### config.mk
export PLATFORM = sky130hd
export DESIGN_NAME = instr_encoder_flat
export DESIGN_NICKNAME = d
export VERILOG_FILES = /design/src/rtl/instr_encoder_if.sv /design/src/rtl/instr_encoder.sv /design/src/flat_wrapper.sv
export SDC_FILE = /design/constraint.sdc
export NUM_CORES = 1
export LEC_CHECK = 0
export ABC_AREA = 1
export ABC_CLOCK_PERIOD_IN_PS = 6000
export CORE_UTILIZATION = 25
export CTS_CLUSTER_DIAMETER = 30
export DETAILED_ROUTE_END_ITERATION = 7
export PLACE_DENSITY = 0.61
export SLEW_MARGIN = 20
export SYNTH_ARGS = -nofsm -noshare
export SYNTH_HDL_FRONTEND = slang
export SYNTH_SLANG_ARGS = --single-unit
### constraint.sdc
create_clock -name clock -period 6 [get_ports clock]
set_input_delay 0.9 -clock clock [delete_from_list [all_inputs] [get_ports clock]]
set_output_delay 0.9 -clock clock [all_outputs]
set_load 0.03 [all_outputs]
### src/rtl/instr_encoder_if.sv
`default_nettype none
// ============================================================================
// Module      : instr_encoder_if
// Description : Request, output-word and address-control bundle of the MIPS
//               instruction encoder.
// Revision    : 1.0 - initial release
// ============================================================================
interface instr_encoder_if;
   logic        w_req_valid;
   logic        w_req_ready;
   logic [1:0]  w_req_kind_2;
   logic [5:0]  w_req_op_6;
   logic [4:0]  w_req_rs_5;
   logic [4:0]  w_req_rt_5;
   logic [4:0]  w_req_rd_5;
   logic [4:0]  w_req_sh_5;
   logic [31:0] w_req_imm_32;
   logic        w_out_valid;
   logic        w_out_ready;
   logic [31:0] w_out_instr_32;
   logic [31:0] w_out_addr_32;
   logic        w_addr_load;
   logic [31:0] w_addr_val_32;
   logic [15:0] w_count_16;

   modport master (
      output w_req_valid, w_req_kind_2, w_req_op_6, w_req_rs_5, w_req_rt_5,
             w_req_rd_5, w_req_sh_5, w_req_imm_32, w_out_ready, w_addr_load,
             w_addr_val_32,
      input  w_req_ready, w_out_valid, w_out_instr_32, w_out_addr_32, w_count_16
   );

   modport slave (
      input  w_req_valid, w_req_kind_2, w_req_op_6, w_req_rs_5, w_req_rt_5,
             w_req_rd_5, w_req_sh_5, w_req_imm_32, w_out_ready, w_addr_load,
             w_addr_val_32,
      output w_req_ready, w_out_valid, w_out_instr_32, w_out_addr_32, w_count_16
   );
endinterface
`default_nettype wire

### src/rtl/instr_encoder.sv
`default_nettype none
// ============================================================================
// Module      : instr_encoder
// Description : Packs field-level requests into 32-bit MIPS words with their
//               instruction-memory address. ENC_PSEUDO_EN enables LI -> LUI/ORI.
// Revision    : 1.0 - initial release
// ============================================================================
module instr_encoder #(
   parameter logic [31:0] BASE_ADDR = 32'h0100_0000,
   parameter logic [31:0] ADDR_STEP = 32'd4
) (
   input  logic            clock,
   input  logic            reset,
   instr_encoder_if.slave  bus
);

   localparam logic [5:0] c_OP_ORI = 6'h0D;
   localparam logic [5:0] c_OP_LUI = 6'h0F;

`ifdef ENC_PSEUDO_EN
   typedef enum logic [0:0] {
      S_IDLE = 1'b0,
      S_LI2  = 1'b1
   } state_t;

   state_t      state_q, state_d;
   logic [31:0] pend_q, pend_d;
`endif

   logic        valid_q, valid_d;
   logic [31:0] instr_q, instr_d;
   logic [31:0] addr_q, addr_d;
   logic [15:0] count_q, count_d;

   logic        w_idle;
   logic        w_accept;
   logic        w_out_hs;
   logic        w_load_eff;
   logic        w_two_word;
   logic [31:0] w_word1;
   logic [31:0] w_word2;

`ifdef ENC_PSEUDO_EN
   assign w_idle = (state_q == S_IDLE);
`else
   assign w_idle = 1'b1;
`endif

   assign bus.w_req_ready = w_idle & ~bus.w_addr_load & (~valid_q | bus.w_out_ready);
   assign w_accept        = bus.w_req_valid & bus.w_req_ready;
   assign w_out_hs        = valid_q & bus.w_out_ready;
   assign w_load_eff      = bus.w_addr_load & w_idle & ~valid_q;

   always_comb begin
      w_word1    = 32'h0000_0000;
      w_word2    = 32'h0000_0000;
      w_two_word = 1'b0;
      case (bus.w_req_kind_2)
         2'd0: w_word1 = {6'h00, bus.w_req_rs_5, bus.w_req_rt_5, bus.w_req_rd_5,
                          bus.w_req_sh_5, bus.w_req_op_6};
         2'd1: w_word1 = {bus.w_req_op_6, bus.w_req_rs_5, bus.w_req_rt_5,
                          bus.w_req_imm_32[15:0]};
         2'd2: w_word1 = {bus.w_req_op_6, bus.w_req_imm_32[25:0]};
         default: begin
`ifdef ENC_PSEUDO_EN
            // LI collapses to one word when either half of the constant is zero.
            if (bus.w_req_op_6 == 6'd1) begin
               if (bus.w_req_imm_32[31:16] == 16'h0000) begin
                  w_word1 = {c_OP_ORI, 5'd0, bus.w_req_rt_5, bus.w_req_imm_32[15:0]};
               end else begin
                  w_word1 = {c_OP_LUI, 5'd0, bus.w_req_rt_5, bus.w_req_imm_32[31:16]};
                  if (bus.w_req_imm_32[15:0] != 16'h0000) begin
                     w_two_word = 1'b1;
                     w_word2    = {c_OP_ORI, bus.w_req_rt_5, bus.w_req_rt_5,
                                   bus.w_req_imm_32[15:0]};
                  end
               end
            end
`endif
         end
      endcase
   end

   always_comb begin
      valid_d = valid_q;
      instr_d = instr_q;
      addr_d  = addr_q;
      count_d = count_q;
`ifdef ENC_PSEUDO_EN
      state_d = state_q;
      pend_d  = pend_q;
`endif
      if (w_out_hs) begin
         valid_d = 1'b0;
         addr_d  = addr_q + ADDR_STEP;
         count_d = count_q + 16'd1;
      end else if (w_load_eff) begin
         addr_d  = bus.w_addr_val_32;
         count_d = 16'd0;
      end

      if (w_accept) begin
         valid_d = 1'b1;
         instr_d = w_word1;
`ifdef ENC_PSEUDO_EN
         if (w_two_word) begin
            pend_d  = w_word2;
            state_d = S_LI2;
         end
      end else if ((state_q == S_LI2) && w_out_hs) begin
         valid_d = 1'b1;
         instr_d = pend_q;
         state_d = S_IDLE;
`endif
      end
   end

   always_ff @(posedge clock or posedge reset) begin
      if (reset) begin
         valid_q <= 1'b0;
         instr_q <= 32'h0000_0000;
         addr_q  <= BASE_ADDR;
         count_q <= 16'd0;
`ifdef ENC_PSEUDO_EN
         state_q <= S_IDLE;
         pend_q  <= 32'h0000_0000;
`endif
      end else begin
         valid_q <= valid_d;
         instr_q <= instr_d;
         addr_q  <= addr_d;
         count_q <= count_d;
`ifdef ENC_PSEUDO_EN
         state_q <= state_d;
         pend_q  <= pend_d;
`endif
      end
   end

   assign bus.w_out_valid    = valid_q;
   assign bus.w_out_instr_32 = instr_q;
   assign bus.w_out_addr_32  = addr_q;
   assign bus.w_count_16     = count_q;

endmodule
`default_nettype wire

### src/flat_wrapper.sv
// flat-port wrapper written by rule: the top's interface ports become plain ports
module instr_encoder_flat 
#(
   parameter logic [31:0] BASE_ADDR = 32'h0100_0000,
   parameter logic [31:0] ADDR_STEP = 32'd4
)
  (clock, reset, bus_w_req_valid, bus_w_req_kind_2, bus_w_req_op_6, bus_w_req_rs_5, bus_w_req_rt_5, bus_w_req_rd_5, bus_w_req_sh_5, bus_w_req_imm_32, bus_w_out_ready, bus_w_addr_load, bus_w_addr_val_32, bus_w_req_ready, bus_w_out_valid, bus_w_out_instr_32, bus_w_out_addr_32, bus_w_count_16);
  instr_encoder_if bus_i ();
  input  logic clock;
  input  logic reset;
  input wire logic [$bits(bus_i.w_req_valid)-1:0] bus_w_req_valid;
  input wire logic [$bits(bus_i.w_req_kind_2)-1:0] bus_w_req_kind_2;
  input wire logic [$bits(bus_i.w_req_op_6)-1:0] bus_w_req_op_6;
  input wire logic [$bits(bus_i.w_req_rs_5)-1:0] bus_w_req_rs_5;
  input wire logic [$bits(bus_i.w_req_rt_5)-1:0] bus_w_req_rt_5;
  input wire logic [$bits(bus_i.w_req_rd_5)-1:0] bus_w_req_rd_5;
  input wire logic [$bits(bus_i.w_req_sh_5)-1:0] bus_w_req_sh_5;
  input wire logic [$bits(bus_i.w_req_imm_32)-1:0] bus_w_req_imm_32;
  input wire logic [$bits(bus_i.w_out_ready)-1:0] bus_w_out_ready;
  input wire logic [$bits(bus_i.w_addr_load)-1:0] bus_w_addr_load;
  input wire logic [$bits(bus_i.w_addr_val_32)-1:0] bus_w_addr_val_32;
  output wire logic [$bits(bus_i.w_req_ready)-1:0] bus_w_req_ready;
  output wire logic [$bits(bus_i.w_out_valid)-1:0] bus_w_out_valid;
  output wire logic [$bits(bus_i.w_out_instr_32)-1:0] bus_w_out_instr_32;
  output wire logic [$bits(bus_i.w_out_addr_32)-1:0] bus_w_out_addr_32;
  output wire logic [$bits(bus_i.w_count_16)-1:0] bus_w_count_16;
  assign bus_i.w_req_valid = bus_w_req_valid;
  assign bus_i.w_req_kind_2 = bus_w_req_kind_2;
  assign bus_i.w_req_op_6 = bus_w_req_op_6;
  assign bus_i.w_req_rs_5 = bus_w_req_rs_5;
  assign bus_i.w_req_rt_5 = bus_w_req_rt_5;
  assign bus_i.w_req_rd_5 = bus_w_req_rd_5;
  assign bus_i.w_req_sh_5 = bus_w_req_sh_5;
  assign bus_i.w_req_imm_32 = bus_w_req_imm_32;
  assign bus_i.w_out_ready = bus_w_out_ready;
  assign bus_i.w_addr_load = bus_w_addr_load;
  assign bus_i.w_addr_val_32 = bus_w_addr_val_32;
  assign bus_w_req_ready = bus_i.w_req_ready;
  assign bus_w_out_valid = bus_i.w_out_valid;
  assign bus_w_out_instr_32 = bus_i.w_out_instr_32;
  assign bus_w_out_addr_32 = bus_i.w_out_addr_32;
  assign bus_w_count_16 = bus_i.w_count_16;
  instr_encoder #(.BASE_ADDR(BASE_ADDR), .ADDR_STEP(ADDR_STEP)) u_core (.clock(clock), .reset(reset), .bus(bus_i));
endmodule
# Word-level counts from Yosys, hierarchy flattened

Index checks and enable logic that the tools add are counted.

$add $sub $neg: 2
Reduce and logical (&&, ||, !) cells: 3
Mux-type cells: 7
Equal/unequal tests: 2
Bitwise logic cells: 7

Operators by type and width:

| cell                                                 | count |
|---|---|
| one-hot mux 32 bit (3 select lines)                  | 1 |
| two-way mux 32 bit                                   | 2 |
| adder 32 x 3 -> 32 bit (second input constant)       | 1 |
| two-way mux 16 bit                                   | 2 |
| adder 16 x 1 -> 16 bit (second input constant)       | 1 |
| AND 1 bit                                            | 4 |
| nonzero test 2 bit                                   | 2 |
| equality test 2 x 1 -> 1 bit (second input constant) | 1 |
| equality test 2 bit (second input constant)          | 1 |
| zero test 2 bit                                      | 1 |
| two-way mux 1 bit                                    | 2 |
| NOT 1 bit                                            | 2 |
| bitwise OR 1 bit                                     | 1 |

Input bits: 97
Register bits after elaboration: 81
Logic and storage cells: 25

# Logic depth before layout (Yosys ltp)

Gate-level depths: netlist of the first run.

Depth after elaboration: 5
Depth in mapped cells: 10
Mapped depth without buffers: 10

# Worst setup path after synthesis of the first run

No wires, ideal clock.

Path kind: input -> output
Start: input port bus_w_out_ready
End: output port bus_w_req_ready
Slack: 3743 ps
Stages: 2
Arrival: 1357 ps
Data required time: 5100 ps
Cell sequence: nor2_1 -> nor2_1

Longest elaborated chain between the ends: 2

RTL lines:

| item               | RTL line            | text |
|---|---|---|
| start: declaration | flat_wrapper.sv:19  | `input wire logic [$bits(bus_i.w_out_ready)-1:0] bus_w_out_ready;` |
| bitwise OR 1 bit   | instr_encoder.sv:49 | `assign bus.w_req_ready = w_idle & ~bus.w_addr_load & (~valid_q \| bus.w_out_ready);` |
| AND 1 bit          | instr_encoder.sv:49 |  |
| end: declaration   | flat_wrapper.sv:22  | `output wire logic [$bits(bus_i.w_req_ready)-1:0] bus_w_req_ready;` |

Every way passes these cells.

# Worst setup path after layout of the first run

Same ends and word-level chain as after synthesis.

==> impl_metrics.csv, run 1 <==
group,metric,value,unit
sta,tightest_slew,1.02,ns
layout,nets,898,
sta,slew_headroom,32.0,%
sta,rsz0062_at_grt,"false",
placed_design,place_congestion,0.899,
clock_tree,clk_latency,0.34,ns
min_path,min_path_type,"register to register",
logic_synthesis,synth_area_leaders,"dfrtp_1 (44%), nand2_1 (19%), nand3_1 (7.1%)",
setup_path,slowest_stage,"clkdlybuf4s50_1",
global_routing,grt_first_pass_wirelength,23700,um
global_routing,track_usage,16.5,%
layout,final_util,38.2,%
logic_synthesis,ys.warnings.count,0,
setup_path,cp_slowest_stage_delay,0.72,ns
clock_tree,cts_max_level,3,
sta,layout_min_cycle_time,3.32,ns
die,die-area,18900,um^2
logic_synthesis,ys_ff_latch,81,
logic_synthesis,syn_area,4580,um^2
sta,finalSetupTns,0,ns
flow_run,maxCapViolations,0,
logic_synthesis,synth_fp_nets,734,
setup_path,cp-end-kind,"output pin",
placed_design,io_buffers,172,
placed_design,hpwl,10800,um
layout,nFillCells,1854,
die,die_w,137,um
sta,hold_viol_final,0,
setup_path,cp.required,5.10,ns
layout,area_growth_syn_to_layout,49.6,%
drt,drt_wl_total,14800,um
setup_path,path_cells,"clkdlybuf4s50_1 -> nor2_1 -> nor2_1 -> clkdlybuf4s50_1",
global_routing,grt_pass1_vias,4535,
sta,setup_violations,0,
layout,multiInputGateArea,2220,um^2
drt,drtPass1Iterations,8,
drt,drcViolationCount,2,
layout,drive_above_1_share,5.47,%
global_routing,antenna_found_initial,0,
power_and_ir_drop,p_leak,0.00290,uW
clock_tree,clockBufferDepth,2,
logic_synthesis,netlist.area_leader.share,43.7,%
die,rows,49,
drt,via_per_inst,4.54,
sta,drv_slew,0,
setup_path,crit_fanout,4,
power_and_ir_drop,total_power,2030,uW
die,start_util,25.5,%
logic_synthesis,yosys.cell_types.count,34,
logic_synthesis,syn_inst,635,
clock_tree,cts_resized,0,
placed_design,dpl_worst_slack,2.32,ns
power_and_ir_drop,irDropWorstVdd,128,uV
drt,vias,4693,
clock_tree,clk_pin_slew,0.06,ns
global_routing,grt_max_degree,57,
logic_synthesis,synth.largest_area_cell,"dfrtp_1",
clock_tree,numCtsBuffers,9,
die,die_h,137,um
clock_tree,clock-sinks,81,
sta,fin_ws,2.68,ns
drt,antenna_left,0,
run_status,run_status,"complete, but fails checks",
run_status,violations,"DRC",
power_and_ir_drop,power_density,297,nW/um^2
layout,ff_latch_area,2030,um^2
setup_path,path_class,"primary input to output pin",
sta,fmaxAchievable,301,MHz
clock_tree,cts_hold_buffers,0,
logic_synthesis,avgSynthCellArea,7.22,um^2
layout,n_antenna_cell,0,
die,io_pins,179,
drt,wire_per_inst,14.3,um
clock_tree,cts_setup_buffers,0,
global_routing,overflow,0,
sta,fin_crit_sh,55.3,%
sta,skew,0.00838,ns
clock_tree,cts_tree,"done",
sta,hold_ws,0.483,ns
die,core_area,18000,um^2
clock_tree,root_buffer,"clkbuf_16",
setup_path,crit_arrival,2.42,ns
logic_synthesis,synth.yosys.seq_area_share,44.2,%
setup_path,critPathLaunchType,"primary input",
drt,drt_iter0_markers,187,
-- path summary, 6_finish.rpt --
kind	from	endpoint	slack (ns)	cells after the start
worst min register to register	u_core.bus.w_out_addr_32[0]	u_core.bus.w_out_addr_32[0]	0.48	2
max in group asynchronous	reset	u_core.bus.w_out_addr_32[0]	3.99	3
worst max register to register	u_core.bus.w_out_valid	u_core.bus.w_out_addr_32[31]	3.36	8
worst max-delay path	bus_w_out_ready	bus_w_req_ready	2.68	4
min in group asynchronous	reset	u_core.bus.w_out_addr_32[2]	0.92	2
worst min-delay path	u_core.bus.w_out_addr_32[0]	u_core.bus.w_out_addr_32[0]	0.48	2
-- state kept, by name, summed over array words and instances (netlist names) --
register / flops
u_core.bus.w_count_16: 16
u_core.bus.w_out_addr_32: 32
u_core.bus.w_out_instr_32: 32
u_core.bus.w_out_valid: 1
-- metrics by stage --
step | instance area (um^2) | cells
final | 6860 | 1033
after global routing | 6860 | 1033
after CTS | 6860 | 1033
after detailed placement | 6500 | 1017
after global placement | 6500 | 1017
after floorplan | 4580 | 635
-- layout make-up --
cell class	count	area share, %
clock buffer	10	3.48
clock inverter	6	1.66
tap	229	4.18
multi-input combinational	475	32.4
inverter	55	3.03
timing repair buffer	177	25.7
sequential	81	29.6
-- report_power, final --
| part | internal, uW | total (uW) | switching, uW |
|---|---|---|---|
| Clock | 420 | 661 | 241 |
| Combinational | 272 | 645 | 373 |
| Sequential | 630 | 728 | 98.4 |
| Total | 1320 | 2030 | 713 |
-- logic make-up after synthesis --
logic type / Yosys count / synth area share [%]
simple gates: 377 / 35.0
compound gates: 90 / 11.7
flops: 81 / 44.2
buf+inv: 79 / 7.31
xor+xnor: 5 / 0.955
fa+ha+maj: 2 / 0.546
mux: 1 / 0.218
-- layer usage --
metal  global-route usage [%]  share of wire, %  up-vias
li1                         -                 -     2391
met1                     19.8                44     2106
met2                     27.2                45      182
met3                     6.03                10       14
met4                     5.43               1.2        0
met5                        0                 0        -
-- placed cells by master, fill, tap and decap left out, types with 2 or more instances in the layout --
cell / n
clkbuf_16: 9
nor2_1: 52
buf_4: 5
ha_1: 2
bufinv_16: 3
dfrtp_1: 80
a21oi_1: 4
nand3b_1: 2
inv_1: 49
o21ai_1: 2
and2_1: 3
inv_2: 2
nor2_2: 7
o211ai_1: 11
o22ai_1: 2
nand2_2: 4
nand3_1: 65
nand4_1: 4
clkinv_1: 3
clkdlybuf4s50_1: 172
nand2_1: 226
nor3_1: 5
nor2_4: 5
a22oi_1: 19
o21ai_0: 50
xor2_1: 4
clkinvlp_4: 2
or2_2: 2
-- worst max-delay path: cells and delay by family --
family        cells  cell delay, ns
buf+inv           2            1.26
simple gates      2            0.26
-- synthesized netlist by cell type --
master,count
a2bb2oi_1,1
a22oi_1,19
a32o_1,1
nand3b_1,2
xor2_1,4
dfstp_2,1
buf_1,1
inv_2,2
nand4_1,4
o22ai_1,2
nor3b_1,1
buf_2,13
ha_1,2
buf_4,6
nor3_1,5
mux2i_1,1
nor2_2,6
xnor2_1,1
o21ai_0,50
o21ai_1,2
and2_1,3
a21oi_1,4
o211ai_1,11
nand2_2,4
dfrtp_1,80
nand3_2,1
clkbuf_1,4
nor2_1,53
nand3_1,65
clkinv_1,3
inv_1,50
nand2_1,226
nor2_4,5
or2_2,2
No activity file was read; power rests on OpenSTA's default activity.
==> inputs of run 2 (changes only) <==
--- a/config.mk
+++ b/config.mk
@@ -6,11 +6,11 @@
 export NUM_CORES = 1
 export LEC_CHECK = 0
 export ABC_AREA = 1
-export ABC_CLOCK_PERIOD_IN_PS = 6000
+export ABC_CLOCK_PERIOD_IN_PS = 3000
 export CORE_UTILIZATION = 25
 export CTS_CLUSTER_DIAMETER = 30
 export DETAILED_ROUTE_END_ITERATION = 7
-export PLACE_DENSITY = 0.61
+export PLACE_DENSITY = 0.63
 export SLEW_MARGIN = 20
 export SYNTH_ARGS = -nofsm -noshare
 export SYNTH_HDL_FRONTEND = slang
==> constraint.sdc (replaced) <==
create_clock -name clock -period 3 [get_ports clock]
set_input_delay 0.45 -clock clock [delete_from_list [all_inputs] [get_ports clock]]
set_output_delay 0.45 -clock clock [all_outputs]
set_load 0.03 [all_outputs]
==> run 2 against run 1 <==
  * Combinational power rose by 100%
  * Critical endpoint unchanged
  * Power is 99% higher
  * Sequential cell count stayed put
  * Design area increased by 0.40%
  * Non-clock buffer count grew 3
  * Critical path depth unchanged
  * The run now ends clean
  * Highest routed layer unchanged
  * Routed wire length fell by 2.0%
  * Clock power up 95%
  * Clock skew down 0.0012 ns
  * Die area unchanged
  * Hold slack got worse by 0.0037 ns
==> impl_metrics.csv, run 2 (synthesis gave the netlist of run 1 again) <==
group,metric,value,unit
run_status,run_status,"complete, no violations",
sta,tightest_slew,0.686,ns
die,die_h,137,um
setup_path,slowest_stage,"clkdlybuf4s50_1",
setup_path,cp_slowest_stage_delay,0.72,ns
min_path,min_path_type,"primary input to asynchronous set/reset pin",
placed_design,hpwl,10800,um
setup_path,crit_buf_inv,2,
setup_path,path_class,"primary input to output pin",
die,rows,49,
setup_path,cp-end-kind,"output pin",
clock_tree,clk_pin_slew,0.07,ns
sta,rsz0062_at_grt,"false",
clock_tree,numCtsBuffers,9,
setup_path,crit_fanout,4,
layout,multiInputGateArea,2230,um^2
sta,finalSetupTns,0,ns
flow_run,maxCapViolations,0,
global_routing,grt_first_pass_wirelength,23300,um
clock_tree,cts_tree,"done",
layout,layout_common_cells,"nand2_1 (226), clkdlybuf4s50_1 (172), dfrtp_1 (80)",
drt,wire_per_inst,14.0,um
setup_path,cpLargestDelayFamily,"buffers and inverters",
die,die-area,18900,um^2
sta,fin_crit_sh,81.2,%
layout,area_growth_syn_to_layout,50.2,%
clock_tree,root_buffer,"clkbuf_16",
setup_path,r2r-start,"u_core.bus.w_out_valid",
drt,drt_wl_total,14500,um
layout,drive_above_1_share,5.83,%
layout,final_util,38.3,%
layout,n_antenna_cell,0,
clock_tree,cts_setup_buffers,0,
power_and_ir_drop,irDropWorstVdd,295,uV
global_routing,track_usage,16.1,%
drt,drtPass1Iterations,4,
drt,antenna_left,0,
layout,ff_latch_area,2030,um^2
layout,layout_commonest_cell,"nand2_1",
drt,vias,4698,
global_routing,grt_pass1_vias,4531,
clock_tree,clk_latency,0.34,ns
clock_tree,cts_hold_buffers,0,
sta,fmaxAchievable,411,MHz
die,start_util,25.5,%
drt,drcViolationCount,0,
clock_tree,clock-sinks,81,
setup_path,crit_arrival,1.98,ns
sta,hold_viol_final,0,
layout,nFillCells,1845,
setup_path,path_cells,"clkdlybuf4s50_1 -> nor2_1 -> nor2_1 -> clkdlybuf4s50_1",
power_and_ir_drop,power_density,587,nW/um^2
setup_path,crit_start,"bus_w_out_ready",
global_routing,grt_max_degree,57,
sta,setup_violations,0,
setup_path,cp.required,2.55,ns
die,io_pins,179,
placed_design,io_buffers,172,
layout,nets,901,
sta,slew_headroom,54.2,%
die,core_area,18000,um^2
clock_tree,cts_max_level,3,
sta,layout_min_cycle_time,2.43,ns
clock_tree,clockBufferDepth,2,
sta,drv_slew,0,
sta,skew,0.00720,ns
drt,drt_iter0_markers,238,
global_routing,overflow,0,
power_and_ir_drop,p_leak,0.00293,uW
global_routing,antenna_found_initial,0,
clock_tree,cts_resized,0,
drt,via_per_inst,4.54,
setup_path,critPathLaunchType,"primary input",
placed_design,place_congestion,0.905,
die,die_w,137,um
[run 2: worst paths after layout]
check | slack [ns] | depth (start not counted) | end
setup / recovery | 0.57 | 4 | bus_w_req_ready
hold / removal | 0.48 | 2 | u_core.bus.w_out_addr_32[3]
setup reg to reg | 1.17 | 8 | u_core.bus.w_out_instr_32[25]
hold reg to reg | 0.49 | 2 | u_core.bus.w_out_addr_32[1]
max in group asynchronous | 1.84 | 3 | u_core.bus.w_count_16[15]
min in group clock | 0.49 | 2 | u_core.bus.w_out_addr_32[1]
[run 2: per-layer routing]
layer  wire (um)  global-route usage (%)
met1        6440                    19.8
met2        6310                    25.8
met3        1420                    5.37
met4         323                    6.47
met5           0                       0
[run 2: per-stage QoR]
stage	setup WS, ns	power (uW)	instance area (um^2)	std cells	hold WS [ns]
floorplan	0.472	2160	4580	635	0.548
detailed placement	0.457	2780	6540	1020	0.466
global route	0.536	4260	6890	1035	0.505
finish	0.565	4040	6890	1035	0.479
global placement	0.461	2770	6540	1020	0.462
CTS	0.543	4090	6880	1035	0.489
[run 2: worst reg2reg max path: stages, from the launching register on]
cell and delay (ns):
dfrtp_1 0.42, inv_2 0.06, nor2_1 0.08, nor2_1 0.08, nand2_1 0.06, buf_4 0.41, clkinv_1 0.40, nand2_1 0.15
nand2_1 0.05
[run 2: power breakdown]
part	leakage (uW)	switching (uW)	internal, uW
clock network	0.000169	456	832
logic	0.00172	747	549
registers	0.00103	194	1260
[run 2: cell type report]
class	instances	share of cell area, %
repair buffers	180	26.1
flip-flops and latches	81	29.5
well taps	229	4.16
multi-input cells	475	32.3
inverters	55	3.02
clock buffers	10	3.47
clock inverters	5	1.51
==> inputs of run 3 (changes only) <==
--- a/config.mk
+++ b/config.mk
@@ -6,7 +6,7 @@
 export NUM_CORES = 1
 export LEC_CHECK = 0
 export ABC_AREA = 1
-export ABC_CLOCK_PERIOD_IN_PS = 3000
+export ABC_CLOCK_PERIOD_IN_PS = 2100
 export CORE_UTILIZATION = 25
 export CTS_CLUSTER_DIAMETER = 30
 export DETAILED_ROUTE_END_ITERATION = 7
==> constraint.sdc (replaced) <==
create_clock -name clock -period 2.1 [get_ports clock]
set_input_delay 0.315 -clock clock [delete_from_list [all_inputs] [get_ports clock]]
set_output_delay 0.315 -clock clock [all_outputs]
set_load 0.03 [all_outputs]
==> run 3 against run 2 <==
  * Count of clock-buffer cells in the layout did not move
  * Sequential share of layout area barely moved
  * Routed wire length rose by 3.1%
  * Sequential power rose by 43%
  * Highest routed layer unchanged
==> impl_metrics.csv, run 3 (synthesis gave the netlist of run 1 again) <==
group,metric,value,unit
run_status,run_status,"complete, no violations",
clock_tree,clk_latency,0.34,ns
die,die-area,18900,um^2
clock_tree,clock-sinks,81,
clock_tree,cts_hold_buffers,0,
sta,slew_headroom,53.9,%
placed_design,place_area,6580,um^2
drt,wire_per_inst,14.4,um
setup_path,crit_arrival,1.62,ns
die,die_h,137,um
sta,setup_violations,0,
global_routing,overflow,0,
setup_path,slowest_stage,"clkdlybuf4s50_1",
power_and_ir_drop,total_power,5570,uW
layout,nFillCells,1877,
setup_path,critPathLaunchType,"register",
sta,rsz0062_at_grt,"false",
min_path,min_path_type,"primary input to asynchronous set/reset pin",
clock_tree,clockBufferDepth,2,
sta,fin_crit_sh,92.2,%
layout,multiInputGateArea,2230,um^2
clock_tree,clk_pin_slew,0.07,ns
clock_tree,cts_resized,0,
placed_design,hpwl,10800,um
sta,hold_ws,0.441,ns
global_routing,antenna_found_initial,0,
placed_design,place_congestion,0.836,
power_and_ir_drop,irDropWorstVdd,379,uV
die,rows,49,
setup_path,cpLargestDelayFamily,"buffers and inverters",
setup_path,path_cells,"clkdlybuf4s50_1",
drt,antenna_left,0,
layout,area_growth_syn_to_layout,49.9,%
global_routing,grt_first_pass_wirelength,23800,um
die,io_pins,179,
setup_path,crit_buf_inv,1,
layout,layout_commonest_cell,"nand2_1",
die,die_w,137,um
setup_path,cp-end-kind,"output pin",
clock_tree,cts_max_level,3,
global_routing,track_usage,16.6,%
clock_tree,numCtsBuffers,9,
drt,drcViolationCount,0,
layout,drive_above_1_share,6.30,%
sta,hold_viol_final,0,
drt,drt_iter0_markers,253,
global_routing,grt_max_degree,82,
layout,nets,904,
die,core_area,18000,um^2
setup_path,cp.required,1.78,ns
placed_design,io_buffers,172,
layout,n_antenna_cell,0,
layout,final_area,6870,um^2
flow_run,maxCapViolations,0,
drt,via_per_inst,4.61,
sta,layout_min_cycle_time,1.94,ns
layout,layout_common_cells,"nand2_1 (226), clkdlybuf4s50_1 (171), dfrtp_1 (80)",
clock_tree,cts_tree,"done",
drt,drtPass1Iterations,4,
sta,skew,0.00755,ns
die,start_util,25.5,%
setup_path,path_class,"register to output pin",
global_routing,grt_pass1_vias,4632,
drt,drt_wl_total,14900,um
setup_path,cp_slowest_stage_delay,0.68,ns
setup_path,crit_fanout,6,
power_and_ir_drop,p_leak,0.00291,uW
sta,fmaxAchievable,516,MHz
power_and_ir_drop,power_density,810,nW/um^2
clock_tree,root_buffer,"clkbuf_16",
clock_tree,cts_setup_buffers,0,
layout,ff_latch_area,2030,um^2
sta,drv_slew,0,
drt,vias,4793,
sta,tightest_slew,0.690,ns
run 3: path summary, 6_finish.rpt:
kind / start / to / slack (ns) / cells after the start
max: u_core.bus.w_out_addr_32[24] / bus_w_out_addr_32[24] / 0.16 / 1
max in group asynchronous: reset / u_core.bus.w_out_addr_32[24] / 1.28 / 3
min in group clock: u_core.bus.w_out_instr_32[26] / u_core.bus.w_out_instr_32[26] / 0.48 / 2
max reg2reg: u_core.bus.w_out_addr_32[2] / u_core.bus.w_out_addr_32[22] / 0.48 / 10
min: reset / u_core.bus.w_out_addr_32[2] / 0.44 / 3
min reg2reg: u_core.bus.w_out_instr_32[26] / u_core.bus.w_out_instr_32[26] / 0.48 / 2
run 3: final cells by class:
cell class,count,area share [%]
timing repair buffer,183,26.6
tap,229,4.17
sequential,81,29.5
clock inverter,6,0.983
inverter,55,3.06
multi-input combinational,475,32.4
clock buffer,10,3.33
run 3: per-layer routing:
layer / track usage, % / share of wire, % / wire length [um] / vias to the layer above
li1: - / - / - / 2407
met1: 20.1 / 44 / 6500 / 2194
met2: 26.9 / 45 / 6760 / 175
met3: 5.92 / 9.5 / 1420 / 17
met4: 6.04 / 1.7 / 253 / 0
met5: 0 / 0 / 0 / -
run 3: per-stage QoR:
step                      setup TNS, ns  setup WS [ns]  util (%)  cells
after floorplan                       0          0.319         -    635
after global placement          -0.0384       -0.00870      36.6   1023
after detailed placement         -0.684        -0.0640      36.6   1023
after CTS                             0          0.141      38.3   1039
after global routing                  0          0.128      38.3   1039
final                                 0          0.163      38.3   1039
run 3: where the power goes:
group | switching (uW) | leakage, uW | internal [uW]
Clock | 696 | 0.000139 | 927
Combinational | 1070 | 0.00174 | 792
Sequential | 282 | 0.00103 | 1800
Total | 2050 | 0.00291 | 3520
